--- src/rtl/pc_ifid_stage.sv ---
// Fetch stage: owns the PC and the IF/ID register, obeys stall-controller hold
// requests, applies (or defers) branch/jump redirects and counts stall/flush events.
module pc_ifid_stage #(
    parameter logic [31:0] RESET_PC  = 32'h0000_0000,
    parameter logic [31:0] NOP_INSTR = 32'h0000_0000,
    parameter int          CNT_W     = 16
) (
    input  logic             clk,
    input  logic             reset,
    input  logic             PC_WriteEn,
    input  logic             IFID_WriteEn,
    input  logic             redirect,
    input  logic [31:0]      redirect_pc,
    output logic [31:0]      imem_addr,
    input  logic [31:0]      imem_rdata,
    output logic [31:0]      IFID_PC4,
    output logic [31:0]      IFID_Instr,
    output logic             IFID_Valid,
    output logic [CNT_W-1:0] stall_cycles,
    output logic [CNT_W-1:0] flush_count
);

    localparam logic [CNT_W-1:0] CNT_MAX = '1;

    logic [31:0] pcReg;
    logic [31:0] pcPlus4;
    logic [31:0] redirectTarget;
    logic [31:0] nextPc;
    logic        pendValid;
    logic [31:0] pendPc;
    logic        pendApply;
    logic        ifidFlush;
    logic        flushEvent;
    logic        unusedAlignBits;

    assign redirectTarget  = {redirect_pc[31:2], 2'b00};
    assign unusedAlignBits = ^redirect_pc[1:0];
    assign pcPlus4         = pcReg + 32'd4;
    assign imem_addr       = pcReg;

    // A live redirect always beats a queued one; the queued target is only
    // consumed on a cycle where the PC is allowed to move.
    always_comb begin
        nextPc    = pcPlus4;
        pendApply = 1'b0;
        if (redirect) begin
            nextPc = redirectTarget;
        end else if (pendValid) begin
            nextPc    = pendPc;
            pendApply = PC_WriteEn;
        end
    end

    // Only the accepting redirect is a counted flush event. Applying a queued
    // target still bubbles IF/ID so the stale sequential fetch never enters ID.
    always_comb begin
        flushEvent = redirect;
        ifidFlush  = redirect | pendApply;
    end

    always_ff @(posedge clk) begin
        if (reset) begin
            pcReg <= RESET_PC;
        end else if (PC_WriteEn) begin
            pcReg <= nextPc;
        end
    end

    always_ff @(posedge clk) begin
        if (reset) begin
            pendValid <= 1'b0;
            pendPc    <= 32'h0000_0000;
        end else if (PC_WriteEn) begin
            pendValid <= 1'b0;
        end else if (redirect) begin
            pendValid <= 1'b1;
            pendPc    <= redirectTarget;
        end
    end

    always_ff @(posedge clk) begin
        if (reset) begin
            IFID_PC4   <= 32'h0000_0000;
            IFID_Instr <= NOP_INSTR;
            IFID_Valid <= 1'b0;
        end else if (ifidFlush) begin
            IFID_Instr <= NOP_INSTR;
            IFID_Valid <= 1'b0;
        end else if (IFID_WriteEn) begin
            IFID_Instr <= imem_rdata;
            IFID_PC4   <= pcPlus4;
            IFID_Valid <= 1'b1;
        end
    end

    always_ff @(posedge clk) begin
        if (reset) begin
            stall_cycles <= '0;
            flush_count  <= '0;
        end else begin
            if (!PC_WriteEn && (stall_cycles != CNT_MAX)) begin
                stall_cycles <= stall_cycles + CNT_W'(1);
            end
            if (flushEvent && (flush_count != CNT_MAX)) begin
                flush_count <= flush_count + CNT_W'(1);
            end
        end
    end

    pcAligned: assert property (@(posedge clk) disable iff (reset) pcReg[1:0] == 2'b00);
    pendAligned: assert property (@(posedge clk) disable iff (reset) pendPc[1:0] == 2'b00);

endmodule

--- config.mk ---
export PLATFORM = sky130hd
export DESIGN_NAME = pc_ifid_stage
export DESIGN_NICKNAME = d
export VERILOG_FILES = /design/src/rtl/pc_ifid_stage.sv
export SDC_FILE = /design/constraint.sdc
export NUM_CORES = 1
export LEC_CHECK = 0
export BUFFER_PORTS_ARGS = -buffer_cell sky130_fd_sc_hd__buf_2
export CORE_MARGIN = 3
export CORE_UTILIZATION = 40
export CTS_BUF_LIST = sky130_fd_sc_hd__clkbuf_8
export CTS_CLUSTER_SIZE = 12
export DETAILED_ROUTE_END_ITERATION = 8
export GPL_ROUTABILITY_DRIVEN = 0
export SKIP_CTS_REPAIR_TIMING = 1
export SYNTH_ARGS = -nofsm -noshare
export SYNTH_HDL_FRONTEND = slang
export SYNTH_SLANG_ARGS = --single-unit
--- constraint.sdc ---
create_clock -name clk -period 2.9 [get_ports clk]
set_clock_uncertainty 0.1 [all_clocks]
set_input_delay 0.58 -clock clk [delete_from_list [all_inputs] [get_ports clk]]
set_output_delay 0.58 -clock clk [all_outputs]
set_load 0.03 [all_outputs]
* Yosys cells after proc, flatten, opt, wreduce, memory -nomap -nowiden *
Index checks and enable logic that the tools add are counted.

operators by class
  divide/modulo/power cells = 0
  mux-type cells = 4
  order comparisons = 0
  equal/unequal tests = 2
  reduce and logical (&&, ||, !) cells = 7
  bitwise operators = 3
  $mul = 0
  $add $sub $neg = 3
  shift-type cells = 0

operators with widths
  cell                                            number
  2-to-1 mux 32 bit                               2
  adder 16 x 1 -> 16 bit (second input constant)  2
  adder 32 x 3 -> 32 bit (second input constant)  1
  != test 16 bit (second input constant)          2
  AND reduction 2 bit                             2
  OR reduction 2 bit                              2
  logical AND 1 bit                               2
  2-to-1 mux 1 bit                                2
  NOT 1 bit                                       2
  logical NOT 1 bit                               1
  bitwise OR 1 bit                                1

storage, ports and cells
  bits in writable memories = 0
  bits in read-only memories = 0
  bits of input ports = 69
  flip-flop bits (word level) = 160
  bits in latches = 0
  word-level logic and storage cells = 27
  memories kept = 0
  output and inout bits = 129

* Depth between registers and ports, before layout *
Gate-level depths: netlist of the first run.

  depth after elaboration = 5
  gate-level depth with buffers = 7
  mapped depth without buffers = 6

* Worst setup path before layout of the first run *
No wires, ideal clock.

  path type = register to register
  start point = register pcReg[13], in the netlist imem_addr[13]
  end point = register pcReg[27], in the netlist imem_addr[27]
  stages on the path, launching flop included = 7
  arrival = 2.164 ns
  library setup time = 0.126 ns
  path slack = 0.510 ns
  required time = 2.674 ns
  period minus slack after synthesis = 2.390 ns
  path buffers = 1
  path through = dfxtp_1 -> clkbuf_2 -> nand4_4 -> or4_4 -> or4_4 -> nand3_2 -> o211ai_2

on the way
  longest elaborated chain between the ends = 3

RTL lines
  what                    RTL line  RTL
  start, declared         25        logic [31:0] pcReg;
  start signal, assigned  65        pcReg <= nextPc;
  adder 32 x 3 -> 32 bit  38        assign pcPlus4 = pcReg + 32'd4;
  2-to-1 mux 32 bit       48        end else if (pendValid) begin
  2-to-1 mux 32 bit       46        if (redirect) begin

No other way between the ends.
A chain may end at the register's enable or synchronous reset.

* Worst setup path after layout of the first run *
  start point = register pcReg[2], in the netlist imem_addr[2]
  end point = register IFID_PC4[22]

on the way
  longest elaborated chain between the ends = 1

RTL lines
  what                    RTL line  RTL
  adder 32 x 3 -> 32 bit  38
  end signal, assigned    91        IFID_PC4 <= pcPlus4;
  end, declared           16        output logic [31:0] IFID_PC4,

No other way between the ends.

==> results.yml, run 1 <==
clock_tree:
  cts_tree: "done"
  clk_pin_slew_ps: 100
  ctsHtreeMaxLevel: 4
  clk_latency_ps: 450
  root_buffer: "clkbuf_8"
  cts_buffer_depth: 2
  cts-buffers-inserted: 17
  numClockSinks: 156
worst_setup_path:
  cp-start-kind: "flip-flop"
  cp_max_fo: 7
  cp-end-kind: "flip-flop"
  critPathRequiredTime_ps: 3160
  critPathKind: "reg -> reg"
  cp.arrival_ps: 2790
routing:
  wl_per_cell_um: 16.11
  first_pass_iters: 5
  vias_per_cell: 5.261
  drc_errors: 0
  wirelength_um: 20620
  drtIter0Drc: 359
  vias: 6734
  ant_nets: 0
final_layout:
  final_area_mm2: 0.008832
  area_growth_pct: 22.74
  n_fill_cell: 1736
  layout.nets: 1113
  multi_input_area_mm2: 0.003799
  register_area_mm2: 0.003123
  drive_gt1_frac: 0.2514
timing:
  hold_viol: 0
  rsz0062_at_grt: "false"
  period_share: 0.8749
  fin_crit_ps: 2537
  tns_ps: 0
  fmax_mhz: 394.1
  report.final.slew_viol_count: 0
  worst_slew_pin_slew_ps: 696.2
  maxSlewHeadroom: 0.5323
  final-setup-viol-count: 0
power_and_ir_drop:
  p_leak_nw: 3.677
  sw_frac_of_total: 0.2951
  power_frac_clock: 0.368
  power.net_switching_mw: 1.394
  power_density_mw_per_mm2: 534.6
  ir_drop_mv: 0.2920
  internal_power_mw: 3.329
  power_frac_comb: 0.141
  power_frac_seq: 0.491
die:
  row_count: 48
  die_x_um: 140.1
  core_mm2: 0.01748
  initial_core_util: 0.4117
  die-area_mm2: 0.01964
  pin_count: 198
  die_y_um: 140.1
synth:
  yosys_warnings: 0
  synthCells: 864
  postSynthAreaPerCell_um2: 8.328
  synth_area_leaders: "dfxtp_1 (43%), nor2_1 (6.9%), mux2i_1 (6.3%)"
  synth-edff-count: 0
  synth_ff_type: "dfxtp_1"
  ys_seq_elements: 156
  yosysTopAreaCell: "dfxtp_1"
  synth.distinct_cells: 63
  async_flop_share: 0
  ys_seq_area_frac: 0.4340
  synth_top_area_share: 0.4340
  netlist_area_mm2: 0.007196
global_routing:
  grt_use_total: 0.2053
  grt_pass1_vias: 6091
  grt_max_degree: 56
  grt_pass1_wl_um: 32780
  antenna_found_initial: 4
  grt-ovfl-total: 0
place:
  hpwl_um: 14810
  placed_area_mm2: 0.008411
  io_buffer_count: 191
status:
  outcome: "completed"
worst_hold_path:
  hold_class: "in -> reg"
run:
  drv_cap: 0
-- cell usage after synthesis (all sizes together) (3+ instances only) --
cell type / instances
dfxtp: 156
nor2: 132
nand2: 100
clkbuf: 50
a21oi: 49
mux2i: 45
o21ai: 31
nand3: 28
a211oi: 27
nand4: 27
xnor2: 27
nor3: 21
xor2: 19
nor4: 17
buf: 13
a22oi: 8
inv: 8
nand2b: 8
or3: 7
a31oi: 6
o21a: 6
o22ai: 6
or4: 6
and3: 5
o221ai: 5
a311oi: 4
and2: 4
and4: 4
nor4b: 4
a221oi: 3
a22o: 3
ha: 3
nor2b: 3
nor3b: 3
o211ai: 3
or2: 3
-- critical path, stage by stage, from the launching register on --
cell and delay [ps]:
dfxtp_1 490, ha_1 310, nand4_1 350, or4_4 570, nor4_1 290, a21oi_1 100
a211oi_1 230
-- cells by family after synthesis --
kind of cell,Yosys count,synth area share
compound gates,166,0.1490
xor+xnor,46,0.05599
fa+ha+maj,3,0.005217
buf+inv,72,0.04017
flops,156,0.4340
mux,45,0.06260
other cells,1,0.0005211
simple gates,375,0.2525
-- final timing paths --
path | end | slack, ps | depth (start not counted) | startpoint
worst max-delay path | IFID_PC4[22]$_SDFFE_PP0P_ | 360 | 6 | imem_addr[2]$_SDFFE_PP0P_
worst min-delay path | IFID_Instr[9]$_SDFFE_PP0P_ | 260 | 3 | imem_rdata[9]
worst max register to register | IFID_PC4[22]$_SDFFE_PP0P_ | 360 | 6 | imem_addr[2]$_SDFFE_PP0P_
worst min register to register | pendPc[31]$_SDFFE_PP0P_ | 360 | 2 | pendPc[31]$_SDFFE_PP0P_
-- flip-flops by register name, indices dropped and copies added, names as in the netlist --
signal,count
imem_addr,30
stall_cycles,16
IFID_Instr,32
flush_count,16
IFID_PC4,30
pendPc,30
IFID_Valid,1
pendValid,1
-- layout by cell type (no fill, tap or decap), types with 8 or more instances in the layout --
master / Yosys / layout
a211oi_1: 27 / 27
a21oi_1: 49 / 49
a22oi_1: 8 / 8
buf_2: 1 / 190
buf_4: 4 / 27
clkbuf_8: 0 / 17
dfxtp_1: 156 / 156
inv_1: 8 / 8
mux2i_1: 45 / 45
nand2_1: 100 / 100
nand2b_1: 8 / 8
nand3_1: 27 / 27
nand4_1: 25 / 25
nor2_1: 132 / 131
nor3_1: 20 / 20
nor4_1: 15 / 15
o21ai_0: 31 / 31
xnor2_1: 27 / 27
xor2_1: 19 / 19
-- through the flow --
| stage | total power, mW | util | cells | setup WS (ps) | hold slack [ps] |
|---|---|---|---|---|---|
| 5_1_grt | 4.934 | 0.5054 | 1280 | 191.4 | 245.3 |
| 6_report | 4.722 | 0.5054 | 1280 | 362.7 | 259.1 |
| 3_5_place_dp | 3.035 | 0.4812 | 1247 | 399.0 | 345.0 |
| 3_3_place_gp | 3.029 | 0.4812 | 1247 | 440.2 | 337.6 |
| 4_1_cts | 4.780 | 0.5052 | 1279 | 383.0 | 230.2 |
| 2_1_floorplan | 2.802 | - | 867 | 510.1 | 331.2 |
-- area by class of cell --
type | instances | area share
Multi-Input combinational cell | 639 | 0.4301
Inverter | 9 | 0.003825
Clock inverter | 15 | 0.02097
Sequential cell | 156 | 0.3536
Timing Repair Buffer | 218 | 0.1329
Antenna cell | 1 | 0.0002833
Tap cell | 225 | 0.03187
Clock buffer | 17 | 0.02649
-- power groups by stage --
stage	registers (mW)	clock network, mW	logic [mW]
2_1_floorplan	2.49	0	0.310
4_1_cts	2.32	1.79	0.669
3_5_place_dp	2.37	0	0.668
5_1_grt	2.33	1.88	0.724
6_report	2.32	1.74	0.665
3_3_place_gp	2.36	0	0.665
-- per-layer routing --
layer / global-route usage / up-vias / wire [µm] / share of wire
met5: 0 / - / 34 / 0.0016
met4: 0.05762 / 6 / 283 / 0.014
met3: 0.05189 / 27 / 1285 / 0.062
met2: 0.3122 / 224 / 9359 / 0.45
met1: 0.2901 / 3054 / 9655 / 0.47
li1: - / 3423 / - / -
Note: power is estimated with default switching activity, not from simulation.
==> run 2: changes to the inputs <==
--- a/config.mk
+++ b/config.mk
@@ -12,6 +12,7 @@
 export CTS_CLUSTER_SIZE = 12
 export DETAILED_ROUTE_END_ITERATION = 8
 export GPL_ROUTABILITY_DRIVEN = 0
+export MAX_ROUTING_LAYER = met4
 export SKIP_CTS_REPAIR_TIMING = 1
 export SYNTH_ARGS = -nofsm -noshare
 export SYNTH_HDL_FRONTEND = slang
==> run 2 against run 1 <==
First-iteration DRC count rose by 11%. Via count increased by 0.53%. Worst setup slack better by 6.0 ps. Count of clock-buffer cells in the layout unchanged. Maximum frequency rose by 0.24%. Sequential cell count stayed put. Core utilization about the same. Die area unchanged. Total power is essentially flat. Critical endpoint unchanged. Highest routed layer is now met4.
==> results.yml, run 2 (same netlist as run 1, synthesis figures left out) <==
timing:
  fin_ws_ps: 368.7
  period_share: 0.8728
  report.final.slew_viol_count: 0
  hold_viol: 0
  maxSlewHeadroom: 0.5497
  tns_ps: 0
  rsz0062_at_grt: "false"
  worst_slew_pin_slew_ps: 670.3
  fmax_mhz: 395.1
  fin_crit_ps: 2531
  final-setup-viol-count: 0
final_layout:
  area_growth_pct: 22.85
  final_common_cell: "buf_2"
  largest_register: "IFID_Instr"
  largest_register_ffs: 32
  layout.nets: 1113
  mostFrequentLayoutCells: "buf_2 (190), dfxtp_1 (156), nor2_1 (131)"
  final_area_mm2: 0.008840
  drive_gt1_frac: 0.2514
worst_setup_path:
  critPathKind: "reg -> reg"
  cp.arrival_ps: 2780
  cp-start-kind: "flip-flop"
  r2r-end: "IFID_PC4[22]$_SDFFE_PP0P_"
  r2r-start: "imem_addr[2]$_SDFFE_PP0P_"
  r2r_slack_ps: 370
  worstPathCellList: "ha_1 > nand4_1 > or4_4 > nor4_1 > a21oi_1 > a211oi_1"
  cp_max_fo: 7
  reg2reg_depth: 6
  slowest_stage: "or4_4"
  slowest_delay_ps: 570
  crit_buf_inv: 0
  path_delay_family: "simple AND/OR/NAND/NOR gates"
  critPathRequiredTime_ps: 3150
  cp-end-kind: "flip-flop"
global_routing:
  grt_max_degree: 56
  grt_pass1_wl_um: 32780
  antenna_found_initial: 4
  grt-ovfl-total: 0
  grt_use_total: 0.2120
  grt_pass1_vias: 6100
power_and_ir_drop:
  power_mw: 4.718
  ir_drop_mv: 0.2919
  p_leak_nw: 3.677
  power_density_mw_per_mm2: 533.8
routing:
  drtIter0Drc: 400
  first_pass_iters: 6
  drc_errors: 0
  wl_per_cell_um: 16.09
  wirelength_um: 20650
  vias: 6770
  vias_per_cell: 5.277
  ant_nets: 0
clock_tree:
  clk_pin_slew_ps: 100
  cts_buffer_depth: 2
  clk_latency_ps: 450
  cts-buffers-inserted: 17
  ctsHtreeMaxLevel: 4
  cts_tree: "done"
  root_buffer: "clkbuf_8"
  numClockSinks: 156
place:
  dp_slack_ps: 399.0
  io_buffer_count: 191
  hpwl_um: 14810
  placed_area_mm2: 0.008411
die:
  die-area_mm2: 0.01964
  initial_core_util: 0.4117
  die_y_um: 140.1
  die_x_um: 140.1
  pin_count: 198
  row_count: 48
  core_mm2: 0.01748
worst_hold_path:
  hold_class: "in -> reg"
  worstHoldPathCells: 3
  hold_end: "IFID_Instr[9]$_SDFFE_PP0P_"
  hold_path_startpoint: "imem_rdata[9]"
run:
  drv_cap: 0
status:
  outcome: "completed"
[run 2: cell types whose count changed in the layout (fill, tap and decap cells not counted), sizes merged]
cell,previous run,this run
diode,1,4
[run 2: area by class of cell]
cell class                 count  area, µm²
tap                          225      281.5
clock buffer                  17      234.0
timing repair buffer         218       1174
clock inverter                15      185.2
antenna                        4      10.01
sequential                   156       3123
fill                        1735       8637
multi-input combinational    639       3799
inverter                       9      33.78
[run 2: tightest hold or removal path: stages]
cell and delay [ps]:
buf_2 70, mux2i_1 50, nor2_1 70
[run 2: routing by layer]
layer / track usage / part of all wire / vias up
met5: - / 0 / -
li1: - / - / 3429
met1: 0.2946 / 0.47 / 3086
met3: 0.04336 / 0.060 / 21
met4: 0.06374 / 0.014 / 0
met2: 0.3125 / 0.45 / 234
[run 2: how the worst max path moves through the flow]
| stage | slack [ps] | depth (start not counted) | end | from |
|---|---|---|---|---|
| global placement | 440 | 6 | imem_addr[28]$_SDFFE_PP0P_ | imem_addr[2]$_SDFFE_PP0P_ |
| global route | 190 | 6 | IFID_PC4[22]$_SDFFE_PP0P_ | imem_addr[2]$_SDFFE_PP0P_ |
| finish | 370 | 6 | IFID_PC4[22]$_SDFFE_PP0P_ | imem_addr[2]$_SDFFE_PP0P_ |
| floorplan | 510 | 6 | imem_addr[27]$_SDFFE_PP0P_ | imem_addr[13]$_SDFFE_PP0P_ |
| detailed placement | 400 | 6 | IFID_PC4[22]$_SDFFE_PP0P_ | imem_addr[2]$_SDFFE_PP0P_ |
| CTS | 380 | 6 | IFID_PC4[22]$_SDFFE_PP0P_ | imem_addr[2]$_SDFFE_PP0P_ |
[run 2: stage by stage]
stage | util | cells | hold WS (ps)
floorplan | - | 867 | 331.2
global placement | 0.4812 | 1247 | 337.6
detailed placement | 0.4812 | 1247 | 345.0
CTS | 0.5052 | 1279 | 230.2
global route | 0.5058 | 1283 | 245.8
finish | 0.5058 | 1283 | 263.0
[run 2: power by group]
part	leakage (nW)	internal (mW)	switching (mW)	total [mW]
clock network	0.208	0.866	0.869	1.74
registers	1.27	2.23	0.0842	2.32
logic	2.20	0.230	0.436	0.666
total	3.68	3.33	1.39	4.72
